## config.mk

```make
export PLATFORM = sky130hd
export DESIGN_NAME = vga_timing_gen
export DESIGN_NICKNAME = d
export VERILOG_FILES = /design/src/rtl/vga_timing_gen.sv
export SDC_FILE = /design/constraint.sdc
export NUM_CORES = 1
export LEC_CHECK = 0
export CAP_MARGIN = 20
export CORE_ASPECT_RATIO = 1.4
export CORE_MARGIN = 2
export CORE_UTILIZATION = 45
export CTS_CLUSTER_DIAMETER = 200
export DETAILED_ROUTE_END_ITERATION = 6
export GPL_TIMING_DRIVEN = 1
export HOLD_SLACK_MARGIN = 0.12
export PLACE_DENSITY = 0.67
export SETUP_SLACK_MARGIN = 0.3
export SLEW_MARGIN = 20
export SYNTH_ARGS = -nofsm -noshare
export SYNTH_HDL_FRONTEND = slang
export SYNTH_SLANG_ARGS = --single-unit
```

## constraint.sdc

```tcl
create_clock -name clk_in -period 1.8 [get_ports clk_in]
set_input_delay 0.36 -clock clk_in [delete_from_list [all_inputs] [get_ports clk_in]]
set_output_delay 0.36 -clock clk_in [all_outputs]
set_load 0.005 [all_outputs]
```

## src/rtl/vga_timing_gen.sv

```systemverilog
// ---------------------------------------------------------------------------
// vga_timing_gen
// Parametrised raster timing generator. It walks a pixel position (hc,vc)
// over the full raster (visible area plus porches and sync) and, on every
// pixel clock enable, registers the sync levels, display enable, pixel
// coordinates and line/frame start strobes that belong to that position.
// All outputs are registered together, so they always describe the same pixel.
//
// Optional feature macro: VGA_FRAME_COUNTER_EN
//   When defined, the FRAME_W parameter and the frame_count port exist and
//   count frames started since reset. When undefined, both are absent.
//
// Ports
//   clk_in       in   1        system/pixel clock
//   reset        in   1        synchronous, active-high reset
//   pix_ce       in   1        pixel clock enable (tie 1 when clk_in is the pixel clock)
//   h_sync       out  1        horizontal sync, active level HS_POL
//   v_sync       out  1        vertical sync, active level VS_POL
//   display_en   out  1        high while the pixel is inside the visible area
//   h_count      out  H_W      pixel column, 0..H_TOTAL-1
//   v_count      out  V_W      line, 0..V_TOTAL-1
//   line_start   out  1        one-cycle strobe on the first pixel of each line
//   frame_start  out  1        one-cycle strobe on the first pixel of each frame
//   frame_count  out  FRAME_W  frames started since reset (VGA_FRAME_COUNTER_EN only)
// ---------------------------------------------------------------------------
module vga_timing_gen #(
    parameter int H_DISPLAY = 800,
    parameter int H_FRONT   = 56,
    parameter int H_SYNC    = 120,
    parameter int H_BACK    = 64,
    parameter int V_DISPLAY = 600,
    parameter int V_FRONT   = 37,
    parameter int V_SYNC    = 6,
    parameter int V_BACK    = 23,
    parameter bit HS_POL    = 1'b1,
    parameter bit VS_POL    = 1'b1,
    parameter int H_W       = 11,
    parameter int V_W       = 10
`ifdef VGA_FRAME_COUNTER_EN
    ,
    parameter int FRAME_W   = 16
`endif
) (
    input  logic           clk_in,
    input  logic           reset,
    input  logic           pix_ce,
    output logic           h_sync,
    output logic           v_sync,
    output logic           display_en,
    output logic [H_W-1:0] h_count,
    output logic [V_W-1:0] v_count,
    output logic           line_start,
    output logic           frame_start
`ifdef VGA_FRAME_COUNTER_EN
    ,
    output logic [FRAME_W-1:0] frame_count
`endif
);

    localparam int H_TOTAL    = H_DISPLAY + H_FRONT + H_SYNC + H_BACK;
    localparam int V_TOTAL    = V_DISPLAY + V_FRONT + V_SYNC + V_BACK;
    localparam int HS_BEGIN   = H_DISPLAY + H_FRONT;
    localparam int HS_END     = H_DISPLAY + H_FRONT + H_SYNC;
    localparam int VS_BEGIN   = V_DISPLAY + V_FRONT;
    localparam int VS_END     = V_DISPLAY + V_FRONT + V_SYNC;

    logic [H_W-1:0] hc;
    logic [V_W-1:0] vc;

    logic hc_last;
    logic vc_last;
    logic vis_nxt;
    logic hs_act_nxt;
    logic vs_act_nxt;
    logic line_nxt;
    logic frame_nxt;

    // Decode the current raster position. The comparisons are done on
    // zero-extended integers so that sync windows ending exactly at
    // 2**H_W or 2**V_W cannot wrap around in a narrow comparison.
    always_comb begin
        hc_last    = (int'(hc) == H_TOTAL - 1);
        vc_last    = (int'(vc) == V_TOTAL - 1);
        vis_nxt    = (int'(hc) < H_DISPLAY) && (int'(vc) < V_DISPLAY);
        hs_act_nxt = (int'(hc) >= HS_BEGIN) && (int'(hc) < HS_END);
        vs_act_nxt = (int'(vc) >= VS_BEGIN) && (int'(vc) < VS_END);
        line_nxt   = (hc == '0);
        frame_nxt  = (hc == '0) && (vc == '0);
    end

    // Raster position counters. They advance only on pixel enables and wrap
    // exactly at the last column/line so the position never leaves the raster.
    always_ff @(posedge clk_in) begin
        if (reset) begin
            hc <= '0;
            vc <= '0;
        end else if (pix_ce) begin
            if (hc_last) begin
                hc <= '0;
                if (vc_last) begin
                    vc <= '0;
                end else begin
                    vc <= vc + 1'b1;
                end
            end else begin
                hc <= hc + 1'b1;
            end
        end
    end

    // Output register: loads the decode of the position the counters hold
    // before they advance, giving one clock of latency for every output.
    // Level outputs hold between enables; the strobes are cleared on every
    // clock that is not an enable so they never last more than one clk_in.
    always_ff @(posedge clk_in) begin
        if (reset) begin
            h_sync      <= ~HS_POL;
            v_sync      <= ~VS_POL;
            display_en  <= 1'b0;
            h_count     <= '0;
            v_count     <= '0;
            line_start  <= 1'b0;
            frame_start <= 1'b0;
        end else if (pix_ce) begin
            h_sync      <= hs_act_nxt ? HS_POL : ~HS_POL;
            v_sync      <= vs_act_nxt ? VS_POL : ~VS_POL;
            display_en  <= vis_nxt;
            h_count     <= hc;
            v_count     <= vc;
            line_start  <= line_nxt;
            frame_start <= frame_nxt;
        end else begin
            line_start  <= 1'b0;
            frame_start <= 1'b0;
        end
    end

`ifdef VGA_FRAME_COUNTER_EN
    // Frame counter steps in the same clock that frame_start is loaded,
    // so the first frame after reset already reads 1. Wraps naturally.
    always_ff @(posedge clk_in) begin
        if (reset) begin
            frame_count <= '0;
        end else if (pix_ce && frame_nxt) begin
            frame_count <= frame_count + 1'b1;
        end
    end
`endif

endmodule
```

==> flow_summary.ini <==
[placement]
place_congestion = 0.846
post-place-cells = 330
dpl_cell_area_um2 = 2580
dp_hpwl_mm = 3.42
io_buffers = 28

[critical_path]
start_kind = register
crit_path_end_kind = register
cp_slowest_cell = dfxtp_4
crit_family = buffers and inverters
path_cells = nor4_4 -> buf_4 -> nand4_1 -> buf_4 -> buf_4 -> o31ai_4 -> a21oi_2
cp.buffers_inverters = 3
cp.required_ns = 1.99
crit_path_max_incr_delay_ns = 0.36
crit_top_cell = buf_4
crit_arrival_ns = 1.80
critPathMaxFanout = 3
worstSetupPathType = register to register

[finish]
drive_gt1_frac = 0.231
diodes = 0
stdcell_count = 345
fin_util = 0.591
final_nets = 289
area_growth_pct = 29.4
final_cell_area_um2 = 2820
nFillCells = 438

[synth]
synthDistinctLibCells = 41
netlist_area_um2 = 2180
synth_area_per_cell_um2 = 9.31
syn_nets = 243
synth_edf_count = 0
synth_warnings = 0
ys_seq_elements = 47
synth_cells = 234
async_flop_share = 0
yosysSeqAreaShare = 0.432
synth_flop_cell = dfxtp_1

[sta]
hold_viol = 0
drv_slew = 0
max_freq_mhz = 622
setup-tns-final_ns = 0
fin_crit_ns = 1.61
slew_headroom = 0.782
tightest_slew_ns = 0.326
rsz0062_at_grt = true
hold_ws_ns = 0.483
period_share = 0.893
setup_violations = 0
fin_skew_ns = 0.00861

[floorplan]
fp.dieW_um = 62.8
ios = 29
num_rows = 30
coreArea_um2 = 4770
die_h_um = 86.3
start_util = 0.457
dieArea_um2 = 5420

[pwr]
p_leak_uw = 0.00142
p_per_area_nw_per_um2 = 629
peakVddDrop_v = 0.000422

[route]
vias = 1793
first_pass_iters = 4
drt_iter0_markers = 64
wl_mm = 4.90
routedWlPerCell_um = 14.2
drc = 0
via_per_inst = 5.20
drtAntennaViolNets = 0

[clock_tree]
cts_max_level = 2
insertion_delay_ns = 0.30
cts_tree = done
clock_path_buffers = 2
clockRootBuffer = clkbuf_8
cts_hold_buf = 0
clk_transition_reported_paths_ns = 0.08
cts_buffers = 5
clock_sinks = 47

[global_routing]
grtUsageMet1 = 0.232
grt_overflow_total = 0
use_met2 = 0.335
grtUsageMet3 = 0.0416
grt_pass1_wl_mm = 8.33
antenna_found_initial = 0
grt_pass1_vias = 1749
grt_usage = 0.197
grt_start_max_net_pins = 36
grt.busiest_layer = met2

[status]
outcome = complete, no violations

[run]
drv_cap = 0

[min_path]
min_path_type = register to register
report_power, final:
part	internal [µW]	switching [µW]	total [µW]
combinational	47.5	55.2	103
clock	273	345	618
sequential	1050	4.61	1050
worst min-delay path, delay by kind of cell, from the launching register on:
| kind | cells | cell delay [ns] |
|---|---|---|
| flops | 1 | 0.31 |
| simple gates | 1 | 0.07 |
| compound gates | 1 | 0.06 |
per-layer routing:
metal,vias to the layer above,part of all wire
met5,-,0
met4,0,0.032
met3,12,0.037
met2,42,0.50
met1,832,0.44
li1,907,-
repair_timing:
action | 4_1_cts | 5_1_grt
pin swaps | 6 | 5
setup buffers | 5 | 2
resized for setup | 28 | 27
setup endpoints to repair | 31 | 31
endpoints found under the hold margin | 0 | 0
worst paths after layout:
path,from,to,slack [ns],depth (start not counted)
setup / recovery,hc[8],vc[8],0.19,7
setup reg to reg,hc[8],vc[8],0.19,7
hold / removal,h_sync,h_sync,0.48,2
hold reg to reg,h_sync,h_sync,0.48,2
per-stage QoR:
stage	total power (µW)	setup WS, ns
global route	1840	0.103
global placement	1180	0.187
CTS	1790	0.216
detailed placement	1180	0.113
finish	1770	0.193
floorplan	1140	0.235
layout by cell type (no fill, tap or decap), types with 5 or more instances in the layout:
cell,netlist,layout
nor2_1,41,41
dfxtp_1,47,25
buf_4,1,25
mux2i_1,21,21
dfxtp_2,0,20
dlymetal6s2s_1,0,18
nand4_1,10,10
nand2_1,9,9
a21oi_1,10,9
nand2b_1,8,8
inv_1,6,6
nor3_1,6,6
nand3_1,6,6
ha_1,6,6
xnor2_1,5,5
xor2_1,5,5
clkbuf_8,4,5
dlygate4sd2_1,0,5
synthesized netlist by cell type, types with 6 or more instances:
library cell,n,area (µm²)
ha_1,6,75.1
o21ai_0,6,30.0
inv_1,6,22.5
nand2_1,9,33.8
clkbuf_1,7,26.3
nand3_1,6,30.0
nor2_1,41,154
nand2b_1,8,50.1
nand4_1,10,62.6
nor3_1,6,30.0
a21oi_1,10,50.1
dfxtp_1,47,941
mux2i_1,21,210
cell families (layout without fill, tap and decap cells):
kind of cell | Yosys count | after routing | synth area share
adder cells (fa/ha/maj) | 6 | 6 | 0.0345
flip-flops | 47 | 47 | 0.432
XOR/XNOR | 10 | 10 | 0.0402
buffers and inverters | 21 | 68 | 0.0638
multiplexers | 22 | 22 | 0.102
AO/OA/AOI/OAI | 28 | 28 | 0.0862
AND/OR/NAND/NOR | 100 | 100 | 0.242
cell type report:
| type | instances | area [µm²] | area share |
|---|---|---|---|
| clock buffers | 7 | 76.3 | 0.0271 |
| clock inverters | 1 | 5.00 | 0.00178 |
| inverters | 6 | 22.5 | 0.00799 |
| multi-input cells | 166 | 1140 | 0.404 |
| flip-flops and latches | 47 | 973 | 0.345 |
| well taps | 64 | 80.1 | 0.0284 |
| repair buffers | 54 | 522 | 0.185 |
registers in the layout, indices dropped and copies added, names as in the netlist:
signal	cells
h_count	11
hc	11
v_count	10
vc	10
display_en	1
frame_start	1
h_sync	1
line_start	1
v_sync	1
Note: power is estimated with default switching activity, not from simulation.
